[config.mk]
export PLATFORM = sky130hd
export DESIGN_NAME = if_stage_flat
export DESIGN_NICKNAME = d
export VERILOG_FILES = /design/src/rtl/if_stage_if.sv /design/src/rtl/if_stage.sv /design/src/flat_wrapper.sv
export SDC_FILE = /design/constraint.sdc
export NUM_CORES = 1
export LEC_CHECK = 0
export BUFFER_PORTS_ARGS = -buffer_cell sky130_fd_sc_hd__buf_4
export CAP_MARGIN = 20
export CORE_MARGIN = 3
export CORE_UTILIZATION = 41
export DETAILED_ROUTE_END_ITERATION = 12
export HOLD_SLACK_MARGIN = 0.06
export SYNTH_ARGS = -nofsm -noshare
export SYNTH_HDL_FRONTEND = slang
export SYNTH_SLANG_ARGS = --single-unit
[constraint.sdc]
create_clock -name clk -period 14.3 [get_ports clk]
set_input_delay 4.29 -clock clk [delete_from_list [all_inputs] [get_ports clk]]
set_output_delay 4.29 -clock clk [all_outputs]
set_load 0.02 [all_outputs]
[src/rtl/if_stage_if.sv]
// Bundles the fetch stage's instruction-memory, redirect and decode handshakes.
// The master modport is the fetch stage. The slave modport is the memory/decoder side.
interface if_stage_if;
   logic        imem_req;
   logic [31:0] imem_addr;
   logic        imem_gnt;
   logic        imem_rvalid;
   logic [31:0] imem_rdata;
   logic        redirect_valid;
   logic [31:0] redirect_pc;
   logic        id_valid;
   logic        id_ready;
   logic [31:0] id_instr;
   logic [31:0] id_pc;

   modport master (
      output imem_req, imem_addr, id_valid, id_instr, id_pc,
      input  imem_gnt, imem_rvalid, imem_rdata, redirect_valid, redirect_pc, id_ready
   );

   modport slave (
      input  imem_req, imem_addr, id_valid, id_instr, id_pc,
      output imem_gnt, imem_rvalid, imem_rdata, redirect_valid, redirect_pc, id_ready
   );
endinterface

[src/rtl/if_stage.sv]
// Instruction fetch stage. It keeps one memory request in flight and buffers
// fetched {pc, instr} pairs in a 2-entry FIFO toward the decoder.
module if_stage #(
   parameter logic [31:0] RESET_PC = 32'h0000_3000
) (
   input logic         clk,
   input logic         rst,
   if_stage_if.master  bus
);
   typedef enum logic [1:0] {IDLE, WAIT, DROP} state_t;

   state_t      state_q, state_d;
   logic [31:0] pc_q, pc_d;
   logic [31:0] req_pc_q, req_pc_d;
   logic [1:0]  count_q, count_d;
   logic        head_q, head_d;

   logic        rvalid_wait;
   logic        push;
   logic        pop;
   logic [2:0]  occ;
   logic        req_ok;
   logic        grant;
   logic        tail;

   always_comb begin
      rvalid_wait = (state_q == WAIT) && bus.imem_rvalid;
      push        = rvalid_wait && !bus.redirect_valid;
      pop         = (count_q != 2'd0) && bus.id_ready && !bus.redirect_valid;
      // Occupancy after this cycle's push/pop decides whether a new fetch fits.
      occ         = {1'b0, count_q} + {2'b00, push} - {2'b00, pop};
      req_ok      = !bus.redirect_valid && ((state_q == IDLE) || rvalid_wait) && (occ < 3'd2);
      grant       = req_ok && bus.imem_gnt;

      state_d  = state_q;
      pc_d     = pc_q;
      req_pc_d = req_pc_q;
      count_d  = count_q;
      head_d   = head_q;

      if (bus.redirect_valid) begin
         pc_d    = bus.redirect_pc & 32'hFFFF_FFFC;
         count_d = 2'd0;
         head_d  = 1'b0;
         // An in-flight request whose data has not arrived must be drained.
         if (state_q != IDLE) begin
            state_d = bus.imem_rvalid ? IDLE : DROP;
         end
      end else begin
         count_d = occ[1:0];
         if (pop) begin
            head_d = ~head_q;
         end
         if ((state_q != IDLE) && bus.imem_rvalid) begin
            state_d = IDLE;
         end
         if (grant) begin
            pc_d     = pc_q + 32'd4;
            req_pc_d = pc_q;
            state_d  = WAIT;
         end
      end
   end

   always_ff @(posedge clk) begin
      if (rst) begin
         state_q  <= IDLE;
         pc_q     <= RESET_PC;
         req_pc_q <= '0;
         count_q  <= 2'd0;
         head_q   <= 1'b0;
      end else begin
         state_q  <= state_d;
         pc_q     <= pc_d;
         req_pc_q <= req_pc_d;
         count_q  <= count_d;
         head_q   <= head_d;
      end
   end

   // With count < 2 whenever push is possible, the tail slot is head + count.
   assign tail = head_q ^ count_q[0];

   generate
      for (genvar gi = 0; gi < 2; gi++) begin : g_entry
         logic        wr;
         logic [31:0] entry_pc_q, entry_pc_d;
         logic [31:0] entry_instr_q, entry_instr_d;

         assign wr = push && (tail == 1'(gi));

         always_comb begin
            entry_pc_d    = entry_pc_q;
            entry_instr_d = entry_instr_q;
            if (wr) begin
               entry_pc_d    = req_pc_q;
               entry_instr_d = bus.imem_rdata;
            end
         end

         always_ff @(posedge clk) begin
            if (rst) begin
               entry_pc_q    <= '0;
               entry_instr_q <= '0;
            end else begin
               entry_pc_q    <= entry_pc_d;
               entry_instr_q <= entry_instr_d;
            end
         end
      end
   endgenerate

   assign bus.imem_req  = req_ok && !rst;
   assign bus.imem_addr = pc_q;
   assign bus.id_valid  = (count_q != 2'd0) && !rst;
   assign bus.id_pc     = rst ? 32'd0 :
                          (head_q ? g_entry[1].entry_pc_q : g_entry[0].entry_pc_q);
   assign bus.id_instr  = rst ? 32'd0 :
                          (head_q ? g_entry[1].entry_instr_q : g_entry[0].entry_instr_q);
endmodule

[src/flat_wrapper.sv]
// flat-port wrapper written by rule: the top's interface ports become plain ports
module if_stage_flat 
#(
   parameter logic [31:0] RESET_PC = 32'h0000_3000
)
  (clk, rst, bus_imem_req, bus_imem_addr, bus_id_valid, bus_id_instr, bus_id_pc, bus_imem_gnt, bus_imem_rvalid, bus_imem_rdata, bus_redirect_valid, bus_redirect_pc, bus_id_ready);
  if_stage_if bus_i ();
  input logic clk;
  input logic rst;
  output wire logic [$bits(bus_i.imem_req)-1:0] bus_imem_req;
  output wire logic [$bits(bus_i.imem_addr)-1:0] bus_imem_addr;
  output wire logic [$bits(bus_i.id_valid)-1:0] bus_id_valid;
  output wire logic [$bits(bus_i.id_instr)-1:0] bus_id_instr;
  output wire logic [$bits(bus_i.id_pc)-1:0] bus_id_pc;
  input wire logic [$bits(bus_i.imem_gnt)-1:0] bus_imem_gnt;
  input wire logic [$bits(bus_i.imem_rvalid)-1:0] bus_imem_rvalid;
  input wire logic [$bits(bus_i.imem_rdata)-1:0] bus_imem_rdata;
  input wire logic [$bits(bus_i.redirect_valid)-1:0] bus_redirect_valid;
  input wire logic [$bits(bus_i.redirect_pc)-1:0] bus_redirect_pc;
  input wire logic [$bits(bus_i.id_ready)-1:0] bus_id_ready;
  assign bus_imem_req = bus_i.imem_req;
  assign bus_imem_addr = bus_i.imem_addr;
  assign bus_id_valid = bus_i.id_valid;
  assign bus_id_instr = bus_i.id_instr;
  assign bus_id_pc = bus_i.id_pc;
  assign bus_i.imem_gnt = bus_imem_gnt;
  assign bus_i.imem_rvalid = bus_imem_rvalid;
  assign bus_i.imem_rdata = bus_imem_rdata;
  assign bus_i.redirect_valid = bus_redirect_valid;
  assign bus_i.redirect_pc = bus_redirect_pc;
  assign bus_i.id_ready = bus_id_ready;
  if_stage #(.RESET_PC(RESET_PC)) u_core (.clk(clk), .rst(rst), .bus(bus_i));
endmodule
==> flow_summary_export.csv <==
group,metric,value,unit
synth,avgSynthCellArea,7.72,sq um
clocking,clkSinkCount,189,
die,die_h,150,um
clocking,path_clk_slew,0.07,ns
clocking,clockRootBuffer,"clkbuf_16",
clocking,post_cts_buffers,0,
clocking,ctsResizeCount,0,
synth,ys.flop_type,"dfxtp_1",
sta,worstMarginPinSlew,1.17,ns
global_route,grt_pass1_vias,7092,
drt,postRouteAntennaNets,0,
setup_path,worstPathArrival,6.72,ns
drt,drt_iter0_markers,361,
die,initial_core_util,42.0,%
synth,synthCells,1108,
setup_path,cp.required,10.01,ns
sta,finalCriticalPeriod,11.01,ns
synth,yosysMostFrequentCell,"nand2_1",
setup_path,cp_num_buf_inv,3,
sta,skew,0.00875,ns
synth,synth_top_area_share,44.3,%
synth,synth_top_cells_by_area,"dfxtp_1 44%, nand2_1 15%, a21oi_1 9.5%",
setup_path,crit_type,"primary input to output port",
synth,yosys-top-cells-count,"336 x nand2_1, 189 x dfxtp_1, 163 x a21oi_1",
clocking,cts_max_level,4,
sta,hold_viol,0,
sta,fin_crit_sh,77.0,%
drt,routed_via_density,5.19,
finish,final_nets,1289,
die,dieArea,22600,sq um
die,num_rows,52,
sta,fmaxAchievable,0.0908,GHz
synth,synth_top_area_cell,"dfxtp_1",
sta,tns,0,ns
power_and_ir_drop,p_total,1.12,mW
worst_hold_path,hp-class,"register to register",
clocking,cts_buffers,17,
setup_path,worstSetupStartpointType,"primary input",
synth,yosysUniqueCellTypes,63,
finish,areaGrowthSynthToFinish,21.8,%
finish,final_util,51.2,%
sta,rsz0062_at_grt,"no",
placement,finalWeightedCongestion,0.830,
global_route,grt_usage,20.3,%
drt,dr.pass1.iters,5,
drt,vias,7782,
clocking,clk_path_buf_depth,2,
power_and_ir_drop,power_density,107,nW/um^2
setup_path,worstPathCellList,"buf_4, nand4bb_1, inv_1, ha_1, fa_1, xor2_1, and4_1, buf_4",
finish,fill_cells,2106,
global_route,grt_overflow_total,0,
placement,post-dp-hpwl,14300,um
power_and_ir_drop,p_leak,3.64,nW
setup_path,crit_fanout,41,
clocking,ctsHoldBuffers,0,
die,chipWidth,150,um
sta,setup_violations,0,
run_status,outcome,"finished, final reports clean",
synth,yosysWarnings,0,
run,drv_cap,0,
power_and_ir_drop,ir_drop,68.0,uV
setup_path,cp_common_cell,"buf_4",
setup_path,end_kind,"output port",
drt,wire_per_inst,15.4,um
synth,synth-seq-area-share,44.3,%
synth,synth_edf_count,0,
synth,synthArstFlopShare,0,%
die,pin_count,168,
global_route,antenna_found_initial,0,
setup_path,max_stage_delay,0.56,ns
global_route,grt_first_pass_wirelength,37100,um
finish,drive_gt1_share,17.8,%
placement,io_buffers,161,
global_route,grt_max_degree,105,
sta,drv_slew,0,
drt,drcViolationCount,0,
setup_path,cpMaxStageDelayCell,"xor2_1",
sta,max_slew_margin,21.4,%
setup_path,crit_family,"buffers and inverters",
clocking,cts_tree,"yes",
synth,ys_ff_latch,189,
drt,wl,23000,um
clocking,worstSkewPairLatency,0.42,ns
die,core_area,20400,sq um
synth,synth.cell_area,8550,sq um
finish,n_antenna_cell,0,
==> layer usage <==
metal / part of all wire [%] / vias up / track usage [%]
li1: - / 3994 / -
met1: 49 / 3532 / 30.0
met2: 44 / 235 / 30.5
met3: 5.9 / 21 / 3.55
met4: 1.2 / 0 / 5.49
met5: 0 / - / 0
==> per-stage QoR <==
stage	area (sq um)	worst slack [ns]	cells	hold slack, ns
after floorplan	8560	3.50	1111	0.436
after global placement	9810	3.29	1465	0.441
after detailed placement	9820	3.28	1466	0.446
after CTS	10400	3.28	1498	0.456
after global routing	10400	3.08	1498	0.468
final	10400	3.29	1498	0.453
==> cells in the final DEF, fill, tap and decap left out, types with 3 or more instances in the layout <==
cell type,n
nor2_1,75
nand3_1,16
and4_1,6
o311ai_0,7
ha_1,3
dfxtp_1,188
nand4_1,15
and3_1,3
a211oi_1,3
inv_1,17
o21ai_0,3
clkbuf_16,17
clkinv_4,5
o2111ai_1,3
nor3_1,4
nor4_1,5
a31oi_1,14
and2_1,6
a41o_1,3
or4_1,14
conb_1,4
a311o_1,3
a21oi_1,163
a311oi_1,3
mux2i_1,62
nand2_1,334
nand2_2,3
o211ai_1,14
or3_1,6
nand2b_1,5
xor2_1,3
buf_4,171
==> state kept, by name (all words and copies together) (netlist names) <==
signal                        count
u_core.bus.imem_addr             30
u_core.count_q                    2
u_core.g_entry.entry_instr_q     64
u_core.g_entry.entry_pc_q        60
u_core.head_q                     1
u_core.req_pc_q                  30
u_core.state_q                    2
==> worst register-to-register path: stages, from the launching register on <==
cell and delay, ns:
dfxtp_1 0.35, o21ai_0 0.30, nor2_1 0.08, ha_1 0.28, inv_1 0.04, ha_1 0.19
fa_1 0.37, xor2_1 0.56, nand4_1 0.41, buf_8 0.29, or4_1 0.47, a31oi_1 0.17
==> area by class of cell <==
class | count | area (sq um) | area share [%]
timing repair buffer | 173 | 1310 | 12.6
clock inverter | 12 | 138 | 1.32
clock buffer | 20 | 457 | 4.38
tap | 270 | 338 | 3.24
sequential | 189 | 3790 | 36.4
inverter | 17 | 63.8 | 0.613
multi-input combinational | 817 | 4320 | 41.5
==> where the power goes <==
part / internal (mW) / leakage [nW] / switching (mW) / total [mW]
Sequential: 0.537 / 1.53 / 0.0173 / 0.554
Clock: 0.268 / 0.287 / 0.207 / 0.476
Combinational: 0.0360 / 1.82 / 0.0530 / 0.0891
Total: 0.841 / 3.64 / 0.278 / 1.12
==> logic make-up (layout without fill, tap and decap cells) <==
group                      count (synthesis)  count (layout)  share of synthesized area, %
and+or+nand+nor                          510             510                          25.9
AOI/OAI and AO/OA                        232             232                          15.9
DFF                                      189             189                          44.3
buffers and inverters                    105             222                          5.53
muxes                                     62              62                          7.26
xor gates and xnor gates                   5               5                         0.512
adders and majority gates                  4               4                         0.673
other                                      1               4                        0.0439
==> path summary, 6_finish.rpt <==
kind / from / end / slack, ns / depth (start not counted)
max: bus_redirect_valid / bus_imem_req / 3.29 / 8
min: u_core.g_entry[0].entry_instr_q[15]$_SDFFE_PP0P_ / u_core.g_entry[0].entry_instr_q[15]$_SDFFE_PP0P_ / 0.45 / 2
min reg2reg: u_core.g_entry[0].entry_instr_q[15]$_SDFFE_PP0P_ / u_core.g_entry[0].entry_instr_q[15]$_SDFFE_PP0P_ / 0.45 / 2
max reg2reg: u_core.count_q[0]$_SDFF_PP0_ / u_core.bus.imem_addr[16]$_SDFFE_PP0P_ / 10.72 / 11
Note: power is estimated with default switching activity, not from simulation.
